File: config.mk
export PLATFORM = sky130hd
export DESIGN_NAME = alu_issue_ctrl
export DESIGN_NICKNAME = d
export VERILOG_FILES = /design/src/rtl/alu_issue_ctrl.sv
export SDC_FILE = /design/constraint.sdc
export NUM_CORES = 1
export LEC_CHECK = 0
export BUFFER_PORTS_ARGS = -buffer_cell sky130_fd_sc_hd__buf_2
export CORE_MARGIN = 1.5
export CORE_UTILIZATION = 35
export CTS_CLUSTER_DIAMETER = 150
export DETAILED_ROUTE_END_ITERATION = 8
export HOLD_SLACK_MARGIN = 0.05
export PLACE_DENSITY = 0.75
export SLEW_MARGIN = 20
export SYNTH_ARGS = -nofsm -noshare
export SYNTH_HDL_FRONTEND = slang
export SYNTH_SLANG_ARGS = --single-unit
File: constraint.sdc
create_clock -name clk -period 5.4 [get_ports clk]
set_input_delay 0.54 -clock clk [delete_from_list [all_inputs] [get_ports clk]]
set_output_delay 0.54 -clock clk [all_outputs]
set_load 0.005 [all_outputs]
File: src/rtl/alu_issue_ctrl.sv
// alu_issue_ctrl: decodes requests into ALU select codes, holds the ALU inputs for LAT cycles, returns the result.
// Optional macro ALU_STATS_EN adds saturating op_count / carry_count response statistics ports.
module alu_issue_ctrl #(
   parameter int LAT   = 1,
   parameter int CNT_W = 16
) (
   input  logic             clk,
   input  logic             rst,
   input  logic             req_valid,
   output logic             req_ready,
   input  logic [5:0]       req_op,
   input  logic [5:0]       req_funct,
   input  logic [31:0]      req_a,
   input  logic [31:0]      req_b,
   output logic [31:0]      alu_a,
   output logic [31:0]      alu_b,
   output logic [1:0]       alu_sel,
   input  logic [31:0]      alu_out,
   input  logic             alu_cout,
   output logic             rsp_valid,
   input  logic             rsp_ready,
   output logic [31:0]      rsp_result,
   output logic             rsp_carry,
   output logic             rsp_err
`ifdef ALU_STATS_EN
   ,
   output logic [CNT_W-1:0] op_count,
   output logic [CNT_W-1:0] carry_count
`endif
);

   // Both channels transfer on a rising clk edge with valid && ready high; the sender keeps
   // its payload stable from valid rising until that edge, and ready never waits on valid.
   typedef enum logic [1:0] {
      S_IDLE = 2'd0,
      S_EXEC = 2'd1,
      S_RESP = 2'd2
   } state_e;

   localparam logic [1:0] WAIT_INIT = 2'(LAT - 1);

   if (LAT < 1 || LAT > 4 || CNT_W < 1) begin : g_param_check
      $error("alu_issue_ctrl: LAT must be 1..4 and CNT_W must be at least 1");
   end

   state_e      state_q, state_d;
   logic [1:0]  cnt_q, cnt_d;
   logic [31:0] alu_a_q, alu_a_d;
   logic [31:0] alu_b_q, alu_b_d;
   logic [1:0]  alu_sel_q, alu_sel_d;
   logic        rsp_valid_q, rsp_valid_d;
   logic [31:0] rsp_result_q, rsp_result_d;
   logic        rsp_carry_q, rsp_carry_d;
   logic        rsp_err_q, rsp_err_d;
   logic [1:0]  dec_sel;
   logic        dec_legal;
   logic        rsp_fire;

   always_comb begin
      dec_sel   = 2'b00;
      dec_legal = 1'b1;
      case (req_op)
         6'h00: begin
            case (req_funct)
               6'h20:   dec_sel = 2'b00;
               6'h24:   dec_sel = 2'b01;
               6'h25:   dec_sel = 2'b10;
               default: dec_legal = 1'b0;
            endcase
         end
         6'h08, 6'h23, 6'h2B: dec_sel = 2'b00;
         6'h04:               dec_sel = 2'b11;
         default:             dec_legal = 1'b0;
      endcase
   end

   assign rsp_fire  = rsp_valid_q & rsp_ready;
   assign req_ready = (state_q == S_IDLE);

   // rsp_valid is registered off the RESP state, so it rises one edge after RESP is entered.
   always_comb begin
      state_d      = state_q;
      cnt_d        = cnt_q;
      alu_a_d      = alu_a_q;
      alu_b_d      = alu_b_q;
      alu_sel_d    = alu_sel_q;
      rsp_valid_d  = rsp_valid_q;
      rsp_result_d = rsp_result_q;
      rsp_carry_d  = rsp_carry_q;
      rsp_err_d    = rsp_err_q;
      case (state_q)
         S_IDLE: begin
            if (req_valid) begin
               if (dec_legal) begin
                  alu_a_d   = req_a;
                  alu_b_d   = req_b;
                  alu_sel_d = dec_sel;
                  cnt_d     = WAIT_INIT;
                  state_d   = S_EXEC;
               end else begin
                  rsp_result_d = 32'h0;
                  rsp_carry_d  = 1'b0;
                  rsp_err_d    = 1'b1;
                  state_d      = S_RESP;
               end
            end
         end
         S_EXEC: begin
            if (cnt_q == 2'd0) begin
               rsp_result_d = alu_out;
               rsp_carry_d  = alu_cout;
               rsp_err_d    = 1'b0;
               state_d      = S_RESP;
            end else begin
               cnt_d = cnt_q - 2'd1;
            end
         end
         S_RESP: begin
            rsp_valid_d = 1'b1;
            if (rsp_fire) begin
               rsp_valid_d = 1'b0;
               state_d     = S_IDLE;
            end
         end
         default: begin
            rsp_valid_d = 1'b0;
            state_d     = S_IDLE;
         end
      endcase
   end

`ifdef ALU_STATS_EN
   logic [CNT_W-1:0] op_count_q, op_count_d;
   logic [CNT_W-1:0] carry_count_q, carry_count_d;

   always_comb begin
      op_count_d    = op_count_q;
      carry_count_d = carry_count_q;
      if (rsp_fire) begin
         if (op_count_q != '1) op_count_d = op_count_q + 1'b1;
         if (rsp_carry_q && (carry_count_q != '1)) carry_count_d = carry_count_q + 1'b1;
      end
   end

   assign op_count    = op_count_q;
   assign carry_count = carry_count_q;
`endif

   always_ff @(posedge clk or posedge rst) begin
      if (rst) begin
         state_q       <= S_IDLE;
         cnt_q         <= 2'd0;
         alu_a_q       <= 32'h0;
         alu_b_q       <= 32'h0;
         alu_sel_q     <= 2'b00;
         rsp_valid_q   <= 1'b0;
         rsp_result_q  <= 32'h0;
         rsp_carry_q   <= 1'b0;
         rsp_err_q     <= 1'b0;
`ifdef ALU_STATS_EN
         op_count_q    <= '0;
         carry_count_q <= '0;
`endif
      end else begin
         state_q       <= state_d;
         cnt_q         <= cnt_d;
         alu_a_q       <= alu_a_d;
         alu_b_q       <= alu_b_d;
         alu_sel_q     <= alu_sel_d;
         rsp_valid_q   <= rsp_valid_d;
         rsp_result_q  <= rsp_result_d;
         rsp_carry_q   <= rsp_carry_d;
         rsp_err_q     <= rsp_err_d;
`ifdef ALU_STATS_EN
         op_count_q    <= op_count_d;
         carry_count_q <= carry_count_d;
`endif
      end
   end

   assign alu_a      = alu_a_q;
   assign alu_b      = alu_b_q;
   assign alu_sel    = alu_sel_q;
   assign rsp_valid  = rsp_valid_q;
   assign rsp_result = rsp_result_q;
   assign rsp_carry  = rsp_carry_q;
   assign rsp_err    = rsp_err_q;

endmodule

==> results.py <==
metrics = {
    "clock_network": {
        "clock_latency_ns": 0.34,
        "cts_made_buffers": 9,
        "post_cts_resized": 0,
        "clk_pin_slew_worst_paths_ns": 0.07,
        "htreeDepth": 3,
        "clock_path_buffers": 2,
        "cts_tree": "yes",
        "cts_num_sinks": 105,
        "hold_buffers": 0,
        "root_buffer": "clkbuf_16",
        "post-cts-setup-buffers": 0,
    },
    "detailed_routing": {
        "routed_wl_um": 10280,
        "drt-initial-drc-count": 186,
        "firstDrtPassIters": 4,
        "via_count": 3388,
        "drc": 0,
        "wl_per_cell_um": 14.39,
        "ant_nets": 0,
        "top_layer_used": "met5",
        "vias_per_cell": 4.745,
        "met1Wirelength_um": 4426,
        "wl_met3_um": 708,
        "wl_met2_um": 4909,
    },
    "timing": {
        "fin_ws_ns": 2.847,
        "slew_violations": 0,
        "slew_headroom_pct": 48.58,
        "fin_setup_tns_ns": 0,
        "final-setup-viol-count": 0,
        "hold_viol": 0,
        "clock_skew_ns": 0.007832,
        "rsz0062_at_grt": "no",
        "min_period_over_period_pct": 47.28,
        "post-route-min-period_ns": 2.553,
        "max_freq_ghz": 0.3917,
        "worstMarginPinSlew_ns": 0.7713,
    },
    "setup_path": {
        "r2r-start": "state_q[1]$_DFFE_PP0P_",
        "critPathMaxStageDelay_ns": 0.53,
        "crit_path_end_kind": "flop",
        "cp_cell_sequence": "buf_2, or4_4, o22ai_1, o21bai_4, buf_4, mux2_4",
        "crit_path_end": "alu_b[0]$_DFFE_PP0P_",
        "crit_slowest_cell": "or4_4",
        "start_kind": "input pin",
        "rr_worst_depth": 5,
        "worstPathArrival_ns": 2.78,
        "cp-startpoint": "req_op[1]",
        "worst-path-stages": 6,
        "cp_top_family": "compound AO/OA/AOI/OAI gates",
        "crit_type": "in2reg",
        "path_max_fanout": 50,
        "worst-path-buf-inv": 2,
        "required_ns": 5.63,
        "r2r_end": "alu_b[31]$_DFFE_PP0P_",
        "rrSetupSlack_ns": 3.14,
    },
    "finish": {
        "fin_nets": 655,
        "layout-area-overhead-vs-synth_pct": 35.57,
        "n_fill_cell": 1110,
        "layout_common_cells": "buf_2, dfrtp_1, o21ai_0, mux2_2, nand2_1",
        "layout-drive-gt1-share_pct": 56.04,
        "layout_commonest_cell": "buf_2",
        "diodes": 0,
        "stdcell_area_um2": 5932,
    },
    "logic_synthesis": {
        "ys_warn_count": 0,
        "synth_edf_count": 0,
        "synthDistinctLibCells": 32,
        "synth_ff_type": "dfrtp_1",
        "yosysSeqAreaShare_pct": 60.05,
        "ys_top_cells_by_area": "dfrtp_1, mux2_2, mux2_4",
        "yosys.area.top_type": "dfrtp_1",
        "ys_async_sr_fraction_pct": 100.0,
        "syn_area_per_cell_um2": 13.14,
        "yosysTopAreaCellShare_pct": 60.05,
        "netlist_instances": 333,
        "synth_nets": 447,
        "ys_ff_latch": 105,
        "syn_area_um2": 4375,
    },
    "power": {
        "power_density_nw_per_um2": 443.1,
        "p_leak_nw": 3.136,
        "vdd_ir_drop_max_mv": 0.2241,
    },
    "placed_design": {
        "portBuffers": 214,
        "dpl_worst_slack_ns": 2.540,
        "placed_area_um2": 5598,
        "hpwl_um": 7564,
        "gp_congestion": 0.8069,
    },
    "grt": {
        "grt_pass1_wl_um": 16300,
        "grt-ovfl-total": 0,
        "antenna_found_initial": 1,
        "grt_start_max_net_pins": 61,
        "grt_usage_pct": 15.80,
        "grt_pass1_vias": 3456,
    },
    "die": {
        "start_util_pct": 36.13,
        "coreArea_um2": 12110,
        "die_area_um2": 13180,
        "fp-row-count": 40,
        "io_pins": 215,
        "die_h_um": 114.8,
        "die_w_um": 114.8,
    },
    "hold_path": {
        "hp-class": "in2async",
    },
    "flow_run": {
        "maxCapViolations": 0,
    },
    "status": {
        "status": "complete, no violations",
    },
}
[through the flow]
step | instances | hold WS [ns] | total power, mW | util [%]
after detailed placement | 698 | 0.4779 | 1.942 | 46.22
after CTS | 714 | 0.2592 | 2.670 | 48.94
after global routing | 714 | 0.2884 | 2.787 | 48.98
after floorplan | 333 | 0.4794 | 1.565 | -
after global placement | 698 | 0.4744 | 1.908 | 46.22
final | 714 | 0.2490 | 2.628 | 48.98
[area by class of cell]
type / count / area, um^2 / share of cell area, %
clock inverters: 6 / 90.09 / 1.519
inverters: 7 / 28.78 / 0.4851
clock buffers: 10 / 239.0 / 4.029
multi-input cells: 200 / 1635 / 27.57
flip-flops and latches: 105 / 2628 / 44.29
repair buffers: 218 / 1101 / 18.56
well taps: 168 / 210.2 / 3.544
[layer usage]
layer  GRT usage (%)  vias up
met4           6.831        2
li1                -     1603
met2           26.71      157
met5               0        -
met1           19.37     1604
met3           3.848       22
[worst register-to-register path: stages (launching register included)]
cell and delay [ns]:
dfrtp_1 0.49, nor2_2 0.07, nand2_1 0.15, o21bai_4 0.30, buf_4 0.69, mux2_2 0.45
[cell usage after synthesis (2+ instances only)]
master     instances
a31oi_1            2
xnor2_1            2
inv_1              7
dfrtp_1          105
nand2_1           36
o21bai_1           2
a22oi_1           33
mux2_2            37
a21oi_1            2
nor3_1             2
buf_2              3
mux2_4            27
buf_6              4
nor2_1             3
o2bb2ai_1          2
o21ai_0           37
clkbuf_1          14
[worst min path at each step]
stage,from,end
after floorplan,alu_sel[0]$_DFFE_PP0P_,alu_sel[0]$_DFFE_PP0P_
after global placement,alu_sel[1]$_DFFE_PP0P_,alu_sel[1]$_DFFE_PP0P_
after detailed placement,alu_sel[1]$_DFFE_PP0P_,alu_sel[1]$_DFFE_PP0P_
after CTS,rst,alu_a[24]$_DFFE_PP0P_
after global routing,rst,alu_a[25]$_DFFE_PP0P_
final,rst,alu_a[24]$_DFFE_PP0P_
[sequential cells by signal, summed over array words and instances (netlist names)]
signal	cells
alu_a	32
alu_b	32
rsp_result	32
alu_sel	2
cnt_q	2
state_q	2
rsp_carry	1
rsp_err	1
rsp_valid	1
[cells by family (layout without fill, tap and decap cells)]
logic type,after synthesis,after routing,synth area share (%)
DFF,105,105,60.05
and+or+nand+nor,50,50,5.205
AOI/OAI and AO/OA,82,82,11.87
buffers and inverters,28,241,3.174
adders and majority gates,1,1,0.2859
xor gates and xnor gates,2,2,0.4004
muxes,65,65,19.02
[where the power goes]
part	switching [mW]	internal (mW)	leakage, nW
logic	0.305	0.439	1.60
clock network	0.286	0.420	0.159
registers	0.144	1.03	1.37
(Power assumes the default switching activity.)
